==> config.mk <==
export PLATFORM = sky130hd
export DESIGN_NAME = spi_slave_reg_ctrl
export DESIGN_NICKNAME = d
export VERILOG_FILES = /design/src/rtl/spi_reg_pkg.sv /design/src/rtl/spi_cs_sync.sv /design/src/rtl/spi_slave_reg_ctrl.sv
export SDC_FILE = /design/constraint.sdc
export NUM_CORES = 1
export LEC_CHECK = 0
export BUFFER_PORTS_ARGS = -buffer_cell sky130_fd_sc_hd__buf_2
export CELL_PAD_IN_SITES_DETAIL_PLACEMENT = 1
export CELL_PAD_IN_SITES_GLOBAL_PLACEMENT = 2
export CORE_ASPECT_RATIO = 0.75
export CORE_MARGIN = 8
export CORE_UTILIZATION = 32
export DETAILED_ROUTE_END_ITERATION = 10
export HOLD_SLACK_MARGIN = 0.06
export PLACE_DENSITY = 0.85
export SYNTH_ARGS = -nofsm -noshare
export SYNTH_HDL_FRONTEND = slang
export SYNTH_SLANG_ARGS = --single-unit
==> constraint.sdc <==
create_clock -name i_Clk -period 2.9 [get_ports i_Clk]
set_input_delay 0.145 -clock i_Clk [delete_from_list [all_inputs] [get_ports i_Clk]]
set_output_delay 0.145 -clock i_Clk [all_outputs]
set_load 0.1 [all_outputs]
==> src/rtl/spi_reg_pkg.sv <==
// -----------------------------------------------------------------------------
// spi_reg_pkg
// Shared types and constants for the SPI register controller.
//   state_t          : frame FSM states
//   CMD_WR_BIT       : command byte R/W flag position (1 = write)
//   CMD_ADDR_MSB     : top bit of the command start-address field
//   STATUS_BYTE_DFLT : default byte presented on MISO when no read data
// -----------------------------------------------------------------------------
package spi_reg_pkg;

    typedef enum logic [1:0] {
        IDLE  = 2'd0,
        CMD   = 2'd1,
        READ  = 2'd2,
        WRITE = 2'd3
    } state_t;

    localparam int         CMD_WR_BIT       = 7;
    localparam int         CMD_ADDR_MSB     = 6;
    localparam logic [7:0] STATUS_BYTE_DFLT = 8'hA5;

endpackage

==> src/rtl/spi_cs_sync.sv <==
// -----------------------------------------------------------------------------
// spi_cs_sync
// Brings a raw, asynchronous SPI chip select into the i_Clk domain through a
// 3-flop synchroniser and produces registered one-cycle edge pulses.
// Ports:
//   i_Clk   : system clock
//   i_Rst   : synchronous active-high reset (clears the edge pulses)
//   i_CS_n  : raw chip select, asynchronous
//   o_CS_n  : synchronised chip-select level
//   o_Fall  : one-cycle pulse, aligned with o_CS_n going low
//   o_Rise  : one-cycle pulse, aligned with o_CS_n going high
// -----------------------------------------------------------------------------
module spi_cs_sync (
    input  logic i_Clk,
    input  logic i_Rst,
    input  logic i_CS_n,
    output logic o_CS_n,
    output logic o_Fall,
    output logic o_Rise
);

    logic [2:0] r_sync;
    logic       r_fall;
    logic       r_rise;

    // The synchroniser chain is deliberately not reset: it keeps tracking the
    // pin through reset, so a reset taken while CS is held low does not
    // fabricate a falling edge (and thus a new frame) on release.
    always_ff @(posedge i_Clk) begin
        r_sync <= {r_sync[1:0], i_CS_n};
    end

    // Edge is taken between flops 2 and 3 so the pulse lines up with o_CS_n.
    always_ff @(posedge i_Clk) begin
        if (i_Rst) begin
            r_fall <= 1'b0;
            r_rise <= 1'b0;
        end else begin
            r_fall <=  r_sync[2] & ~r_sync[1];
            r_rise <= ~r_sync[2] &  r_sync[1];
        end
    end

    assign o_CS_n = r_sync[2];
    assign o_Fall = r_fall;
    assign o_Rise = r_rise;

endmodule

==> src/rtl/spi_slave_reg_ctrl.sv <==
// -----------------------------------------------------------------------------
// spi_slave_reg_ctrl
// Command/register controller behind an SPI slave byte engine. First byte of a
// frame is a command {R/W, start address}; following bytes write or read back
// an 8-bit register bank with address auto-increment (7-bit pointer, wraps).
// Optional feature: define SPI_REG_CTRL_ERR_CNT_EN to build a saturating
// counter of out-of-range read/write bytes on o_Err_Cnt (else constant 0).
// Ports:
//   i_Clk, i_Rst          : clock, synchronous active-high reset
//   i_RX_DV, i_RX_Byte    : received byte strobe/data from the slave
//   i_SPI_CS_n            : raw chip select (asynchronous)
//   o_TX_DV, o_TX_Byte    : reply byte load strobe/data to the slave
//   o_Regs                : flat register bank, reg k at [8k+7:8k]
//   o_Wr_Strobe, o_Wr_Addr: one-cycle write notification and its address
//   o_Err_Cnt             : out-of-range access counter
// -----------------------------------------------------------------------------
module spi_slave_reg_ctrl
    import spi_reg_pkg::*;
#(
    parameter int         NUM_REGS    = 16,
    parameter int         ADDR_W      = 7,
    parameter int         CS_END_DLY  = 6,
    parameter logic [7:0] STATUS_BYTE = STATUS_BYTE_DFLT
) (
    input  logic                  i_Clk,
    input  logic                  i_Rst,
    input  logic                  i_RX_DV,
    input  logic [7:0]            i_RX_Byte,
    input  logic                  i_SPI_CS_n,
    output logic                  o_TX_DV,
    output logic [7:0]            o_TX_Byte,
    output logic [NUM_REGS*8-1:0] o_Regs,
    output logic                  o_Wr_Strobe,
    output logic [ADDR_W-1:0]     o_Wr_Addr,
    output logic [7:0]            o_Err_Cnt
);

    localparam int CNT_W = (CS_END_DLY > 1) ? $clog2(CS_END_DLY) : 1;

    logic                     w_cs_n, w_cs_fall, w_cs_rise;
    state_t                   r_state, w_state_nxt;
    logic [CNT_W-1:0]         r_cnt;
    logic                     r_cnt_act, w_expire;
    logic [ADDR_W-1:0]        r_ptr, w_ptr_nxt, w_acc_addr, w_cmd_addr;
    logic                     w_cmd_wr, w_acc_oor;
    logic [7:0]               w_rd_data;
    logic [NUM_REGS-1:0][7:0] r_regs;
    logic                     w_tx_dv, w_wr_en;
    logic [7:0]               w_tx_byte;
    logic                     r_tx_dv, r_wr_strobe;
    logic [7:0]               r_tx_byte;
    logic [ADDR_W-1:0]        r_wr_addr;

    spi_cs_sync u_cs_sync (
        .i_Clk  (i_Clk),
        .i_Rst  (i_Rst),
        .i_CS_n (i_SPI_CS_n),
        .o_CS_n (w_cs_n),
        .o_Fall (w_cs_fall),
        .o_Rise (w_cs_rise)
    );

    // Frame-end countdown: loaded on the synchronised rise, expires exactly
    // CS_END_DLY cycles later; a new fall cancels it.
    always_ff @(posedge i_Clk) begin
        if (i_Rst) begin
            r_cnt_act <= 1'b0;
            r_cnt     <= '0;
        end else if (w_cs_fall) begin
            r_cnt_act <= 1'b0;
        end else if (w_cs_rise) begin
            r_cnt_act <= 1'b1;
            r_cnt     <= CNT_W'(CS_END_DLY - 1);
        end else if (w_expire) begin
            r_cnt_act <= 1'b0;
        end else if (r_cnt_act && w_cs_n && (r_cnt != '0)) begin
            r_cnt     <= r_cnt - 1'b1;
        end
    end

    assign w_expire = r_cnt_act && w_cs_n && (r_cnt == '0);

    // Address under access this cycle: the command's start address in CMD,
    // otherwise the running pointer.
    assign w_cmd_wr   = i_RX_Byte[CMD_WR_BIT];
    assign w_cmd_addr = i_RX_Byte[CMD_ADDR_MSB:0];
    assign w_acc_addr = (r_state == CMD) ? w_cmd_addr : r_ptr;
    assign w_acc_oor  = (int'(w_acc_addr) >= NUM_REGS);

    // Out-of-range addresses match no entry and read back as 0.
    always_comb begin
        w_rd_data = 8'h00;
        for (int k = 0; k < NUM_REGS; k++)
            if (w_acc_addr == ADDR_W'(k)) w_rd_data = r_regs[k];
    end

    // FSM: state register
    always_ff @(posedge i_Clk) begin
        if (i_Rst) r_state <= IDLE;
        else       r_state <= w_state_nxt;
    end

    // FSM: next state. A byte on the expiry cycle is still processed by the
    // output logic; the state itself goes IDLE.
    always_comb begin
        w_state_nxt = r_state;
        if (w_cs_fall)
            w_state_nxt = CMD;
        else if (w_expire)
            w_state_nxt = IDLE;
        else if (i_RX_DV && (r_state == CMD))
            w_state_nxt = w_cmd_wr ? WRITE : READ;
    end

    // FSM: outputs (next values for the registered outputs and pointer)
    always_comb begin
        w_tx_dv   = 1'b0;
        w_tx_byte = r_tx_byte;
        w_wr_en   = 1'b0;
        w_ptr_nxt = r_ptr;
        if (i_RX_DV) begin
            unique case (r_state)
                CMD: begin
                    w_tx_dv = 1'b1;
                    if (w_cmd_wr) begin
                        w_tx_byte = STATUS_BYTE;
                        w_ptr_nxt = w_cmd_addr;
                    end else begin
                        w_tx_byte = w_rd_data;
                        w_ptr_nxt = w_cmd_addr + 1'b1;
                    end
                end
                READ: begin
                    w_tx_dv   = 1'b1;
                    w_tx_byte = w_rd_data;
                    w_ptr_nxt = r_ptr + 1'b1;
                end
                WRITE: begin
                    w_wr_en   = ~w_acc_oor;
                    w_ptr_nxt = r_ptr + 1'b1;
                end
                default: ;
            endcase
        end
        // Status preload for the next frame wins over any read data.
        if (w_expire) begin
            w_tx_dv   = 1'b1;
            w_tx_byte = STATUS_BYTE;
        end
    end

    always_ff @(posedge i_Clk) begin
        if (i_Rst) begin
            r_regs      <= '0;
            r_ptr       <= '0;
            r_tx_dv     <= 1'b0;
            r_tx_byte   <= 8'h00;
            r_wr_strobe <= 1'b0;
            r_wr_addr   <= '0;
        end else begin
            r_ptr       <= w_ptr_nxt;
            r_tx_dv     <= w_tx_dv;
            r_tx_byte   <= w_tx_byte;
            r_wr_strobe <= w_wr_en;
            if (w_wr_en) r_wr_addr <= r_ptr;
            for (int k = 0; k < NUM_REGS; k++)
                if (w_wr_en && (r_ptr == ADDR_W'(k))) r_regs[k] <= i_RX_Byte;
        end
    end

`ifdef SPI_REG_CTRL_ERR_CNT_EN
    logic       w_oor_hit;
    logic [7:0] r_err_cnt;

    // Counts data bytes that touch a missing register; a write command alone
    // carries no data and is not counted.
    assign w_oor_hit = i_RX_DV && w_acc_oor &&
                       ((r_state == READ) || (r_state == WRITE) ||
                        ((r_state == CMD) && !w_cmd_wr));

    always_ff @(posedge i_Clk) begin
        if (i_Rst)                               r_err_cnt <= 8'h00;
        else if (w_oor_hit && r_err_cnt != 8'hFF) r_err_cnt <= r_err_cnt + 8'h01;
    end

    assign o_Err_Cnt = r_err_cnt;
`else
    assign o_Err_Cnt = 8'h00;
`endif

    assign o_Regs      = r_regs;
    assign o_TX_DV     = r_tx_dv;
    assign o_TX_Byte   = r_tx_byte;
    assign o_Wr_Strobe = r_wr_strobe;
    assign o_Wr_Addr   = r_wr_addr;

endmodule

Word-level counts from Yosys, hierarchy flattened. Index checks and enable logic that the tools add are counted.

Output and inout bits: 153. Word-level logic and storage cells: 150. Register bits after elaboration: 163. Bits of input ports: 12.

Reductions and logical operators: 40. Add/sub/neg operators: 3. Equal/unequal tests: 34. Bitwise gates (word level): 6. Order comparisons: 1. Mux-type cells: 37.

Operators by type and width (count): two-way mux 8 bit (19); == test 7 x 4 -> 1 bit (second input constant) (16); == test 7 x 3 -> 1 bit (second input constant) (8); == test 7 x 2 -> 1 bit (second input constant) (4); logical AND 1 bit (20); one-hot mux 8 bit (2 select lines) (1); adder 7 x 1 -> 7 bit (second input constant) (2); == test 7 x 1 -> 1 bit (second input constant) (2); logical NOT 7 bit (2); two-way mux 7 bit (2); one-hot mux 7 bit (2 select lines) (1); two-way mux 1 bit (11); nonzero test 2 bit (5); two-way mux 3 bit (3); nonzero test 3 bit (3); OR reduction 2 bit (4); greater-or-equal comparator 7 x 5 -> 1 bit (second input constant) (1); AND reduction 2 bit (3); == test 2 bit (second input constant) (2); inverter 1 bit (4); logical NOT 3 bit (1); AND reduction 3 bit (1); OR reduction 3 bit (1); subtractor 3 x 1 -> 3 bit (second input constant) (1); 3 further kinds (4).

Depth between registers and ports, before layout.
Depth in word-level cells: 23. Gate-level depth with buffers: 11. Gate-level depth less buffers: 8.

Cells and area by module. From an unflattened synthesis, not the netlist that was laid out.

Cells, all modules: 1010. Area, all modules: 8060.2 sq um.

By module, submodules not included: spi_slave_reg_ctrl (seq. area each 3163.0 sq um, times used 1, area an instance 7945.1 sq um, cells each 1003); spi_cs_sync (seq. area each 100.1 sq um, times used 1, area an instance 115.1 sq um, cells each 7).

Worst setup path before layout. OpenSTA, ideal clock, no wires.

Path type: reg2reg. From: reg r_state[1]. To: reg r_tx_byte[5] (netlist: o_TX_Byte[5]). Clock period less this slack: 2421 ps. Cell stages (with the launch flop): 11. Setup time: 119 ps. Data required time: 2781 ps. Buffers on the path: 3. Arrival: 2302 ps. Setup slack: 479 ps. Cell sequence: dfxtp_1 -> inv_1 -> ha_1 -> buf_4 -> mux2i_1 -> buf_2 -> buf_2 -> a31oi_1 -> a21oi_1 -> o221ai_1 -> o221a_2.

Longest elaborated chain between the ends: 23. Elaborated cells between the ends (all ways): 41. Classes of those cells: 17 x eq/ne; 21 x mux; 3 x reduce/logical.

Ends and longest elaborated chain: from (decl) (line spi_slave_reg_ctrl.sv:41) `state_t r_state, w_state_nxt;`; from (signal assigned) (line spi_slave_reg_ctrl.sv:100) `else r_state <= w_state_nxt;`; == test 2 x 1 -> 1 bit (line spi_slave_reg_ctrl.sv:87, spi_slave_reg_ctrl.sv:122); two-way mux 7 bit (line spi_slave_reg_ctrl.sv:87) `assign w_acc_addr = (r_state == CMD) ? w_cmd_addr : r_ptr;`; logical NOT 7 bit (line spi_slave_reg_ctrl.sv:94) `if (w_acc_addr == ADDR_W'(k)) w_rd_data = r_regs[k];`; two-way mux 8 bit (16 in series) (line spi_slave_reg_ctrl.sv:94); two-way mux 8 bit (line spi_slave_reg_ctrl.sv:125) `if (w_cmd_wr) begin`; one-hot mux 8 bit (2 select lines) (line spi_slave_reg_ctrl.sv:122) `unique case (r_state)`; two-way mux 8 bit (line spi_slave_reg_ctrl.sv:121) `if (i_RX_DV) begin`; two-way mux 8 bit (line spi_slave_reg_ctrl.sv:146) `if (w_expire) begin`; to (signal assigned) (line spi_slave_reg_ctrl.sv:163) `r_tx_byte <= w_tx_byte;`; to (decl) (line spi_slave_reg_ctrl.sv:51) `logic [7:0] r_tx_byte;`.

Several ways; a longest one is shown, not always the timed one. The select of a mux whose other input is x is not followed. A chain may end at the register's enable or synchronous reset.

Final worst setup path.
From: reg r_state[1]. To: reg r_tx_byte[0] (netlist: o_TX_Byte[0]).

Same word-level chain as after synthesis.

==> results_dict.tcl <==
set metrics [dict create \
    drt_iter0_markers 736 \
    worst_pin_slew_ns 0.861 \
    die-area_um2 30100 \
    pwr_density_cell_nw_per_um2 527 \
    gr-total-overflow 0 \
    yosysWarnings 0 \
    cts_tree "done" \
    clkPwrFrac_pct 44.9 \
    arrival_ns 3.16 \
    fin_crit_ns 2.84 \
    pwr-share-comb_pct 11.9 \
    worst_path_max_delay_cell "or4b_4" \
    postSynthCellCount 997 \
    rsz0062_at_grt "yes" \
    synth_edf_count 0 \
    cp_cell_sequence "inv_1 -> ha_2 -> or4b_4 -> o21ai_1 -> nand3_1 -> o22ai_1 -> o221ai_1 -> o221a_2" \
    syn_area_um2 7920 \
    min_period_over_period_pct 97.9 \
    synthTopCellsByArea "dfxtp_1, a21oi_1, o21ai_0" \
    synth_top_cells_by_count "dfxtp_1, nand2_1, a21oi_1, o21ai_0, nor2_1" \
    ant_nets 0 \
    start_util_pct 32.1 \
    avgSynthCellArea_um2 7.94 \
    synth.most_common_cell "dfxtp_1" \
    synth_top_cell_by_area "dfxtp_1" \
    start_kind "flop" \
    crit_fanout 11 \
    max-slew-margin-rel_pct 42.4 \
    fin_worst_skew_ns 0.0118 \
    antenna_found_initial 1 \
    status "completed" \
    die_x_um 198 \
    max_stage_delay_ns 0.52 \
    setup_violations 0 \
    worst_slack_ns 0.0606 \
    cts-root-buf "clkbuf_16" \
    power.total_mw 5.27 \
    tns_ns 0 \
    yosysSeqAreaShare_pct 41.2 \
    grt_pass1_vias 8800 \
    syn_to_final_growth_pct 26.2 \
    worstSetupEndpointType "flop" \
    dieHeight_um 152 \
    clkTransAtPathRegs_ns 0.07 \
    h-tree-depth 4 \
    drive_gt1_share_pct 24.3 \
    track_usage_pct 24.0 \
    via_per_inst 5.66 \
    cap_violations 0 \
    wl_per_cell_um 24.5 \
    drc 0 \
    vias 8600 \
    grt_max_degree 75 \
    dp_worst_setup_slack_ns -0.0893 \
    gp_congestion 0.980 \
    wirelength_um 37200 \
    seqPwrFrac_pct 43.3 \
    hold_violations 0 \
    clock.fmax_ghz 0.352 \
    ioPinCount 165 \
    internal-power_mw 3.72 \
    netSwitchingFraction_pct 29.3 \
    maxSlewViolCount 0 \
    rows 50 \
    postSynth.asyncResetShare_pct 0 \
    clockBufferDepth 2 \
    synth_top_area_share_pct 41.2 \
    clock_sinks 163 \
    yosys_register_bits 163 \
    hp-class "input pin to flop" \
    crit_type "flop to flop" \
    synth_ff_type "dfxtp_1" \
    yosysUniqueCellTypes 66 \
    portBuffers 156 \
    p_leak_nw 3.91 \
    first_pass_iters 5 \
    core_area_um2 24600 \
    clk_latency_ns 0.43 \
    required_ns 3.22 \
    dp_hpwl_um 27500 \
    grt_pass1_wl_um 55600 \
    cts-buffers-inserted 17 \
    nets 1192 \
    ir_drop_uv 392 \
    power.switching_mw 1.54 \
    num_antenna_cells 0 \
]
==> power by group through the flow <==
| stage | sequential [mW] | combinational (mW) | clock (mW) |
|---|---|---|---|
| after global routing | 2.28 | 0.655 | 2.49 |
| after floorplan | 2.36 | 0.347 | 0 |
| after global placement | 2.33 | 0.601 | 0 |
| final | 2.28 | 0.624 | 2.36 |
| after CTS | 2.28 | 0.612 | 2.39 |
| after detailed placement | 2.33 | 0.605 | 0 |
==> metrics by stage <==
stage               instance area (um2)  instances  hold WS [ns]  util (%)
finish                             9990       1519        0.0781      40.5
global route                       9990       1519        0.0861      40.5
CTS                                9980       1519        0.0623      40.5
detailed placement                 9340       1485         0.258      37.9
global placement                   9340       1485         0.251      37.9
floorplan                          7940       1004         0.173         -
==> state kept, by name, indices dropped and copies added (netlist names) <==
register          flops
o_Regs              128
o_TX_Byte             8
o_TX_DV               1
o_Wr_Addr             7
o_Wr_Strobe           1
r_cnt                 3
r_cnt_act             1
r_ptr                 7
r_state               2
u_cs_sync.o_Fall      1
u_cs_sync.o_Rise      1
u_cs_sync.r_sync      3
==> repair_timing <==
| item | 4_1_cts | 5_1_grt |
|---|---|---|
| buffers inserted | 0 | 0 |
| gates cloned | 0 | 0 |
| setup endpoints to repair | 9 | 4 |
| endpoints found under the hold margin | 11 | 0 |
| resized for setup | 3 | 4 |
| hold buffers | 2 | 0 |
==> cells in the final DEF, fill, tap and decap left out, types with 4 or more instances in the layout <==
master | synthesis | routed
o221ai_1 | 7 | 7
o21ai_0 | 121 | 121
inv_1 | 12 | 12
buf_2 | 5 | 155
and3_1 | 9 | 9
o22ai_1 | 9 | 9
mux4_2 | 4 | 4
a211oi_1 | 11 | 10
nand2_2 | 4 | 4
ha_1 | 12 | 11
dfxtp_1 | 163 | 163
a21oi_1 | 132 | 132
a31oi_1 | 10 | 10
nor2b_1 | 5 | 5
or2_2 | 4 | 4
nand4_1 | 7 | 7
a32oi_1 | 5 | 5
nor3_4 | 4 | 4
a221oi_1 | 4 | 4
o31ai_1 | 4 | 4
nor2_1 | 93 | 90
nor3_1 | 10 | 10
inv_6 | 0 | 4
conb_1 | 1 | 8
nor3b_1 | 6 | 6
buf_4 | 9 | 68
nand2_1 | 149 | 149
nand3_1 | 14 | 14
xnor2_1 | 5 | 5
nand2b_1 | 8 | 8
mux2i_1 | 45 | 43
clkbuf_16 | 0 | 17
or3_1 | 6 | 6
==> final timing paths <==
check	depth (start not counted)	slack [ns]	startpoint	endpoint
worst max-delay path	8	0.06	r_state[1]$_SDFFE_PP0P_	o_TX_Byte[0]$_SDFFE_PP0P_
worst min-delay path	3	0.08	i_RX_Byte[3]	o_Regs[83]$_SDFFE_PP0P_
worst max register to register	8	0.06	r_state[1]$_SDFFE_PP0P_	o_TX_Byte[0]$_SDFFE_PP0P_
worst min register to register	0	0.33	u_cs_sync.r_sync[0]$_DFF_P_	u_cs_sync.r_sync[1]$_DFF_P_
==> cell families after synthesis <==
logic type,Yosys count,synth area share [%]
AND/OR/NAND/NOR,332,19.3
adder cells (fa/ha/maj),12,1.90
other,1,0.0474
buffers and inverters,94,5.06
multiplexers,51,7.11
AO/OA/AOI/OAI,338,24.7
XOR/XNOR,6,0.664
flip-flops,163,41.2
==> critical path, delay by kind of cell, from the launching register on <==
kind | cells | cell delay (ns)
buffers and inverters | 1 | 0.08
AO/OA/AOI/OAI | 4 | 1.22
flip-flops | 1 | 0.33
adder cells (fa/ha/maj) | 1 | 0.32
AND/OR/NAND/NOR | 2 | 0.78
==> metal layers <==
| metal | vias to the layer above | part of all wire [%] | GRT usage [%] |
|---|---|---|---|
| li1 | 3865 | - | - |
| met1 | 4268 | 46 | 33.3 |
| met2 | 398 | 43 | 35.8 |
| met3 | 67 | 8.9 | 6.51 |
| met4 | 2 | 2.3 | 7.42 |
| met5 | - | 0.030 | 0 |
==> final cells by class <==
| cell class | instances | area, um2 |
|---|---|---|
| Clock inverter | 14 | 170 |
| Tap cell | 338 | 423 |
| Multi-Input combinational cell | 747 | 4310 |
| Sequential cell | 163 | 3260 |
| Timing Repair Buffer | 227 | 1350 |
| Inverter | 12 | 45.0 |
| Clock buffer | 18 | 429 |
| Fill cell | 3060 | 14700 |
No activity file was read; power rests on OpenSTA's default activity.
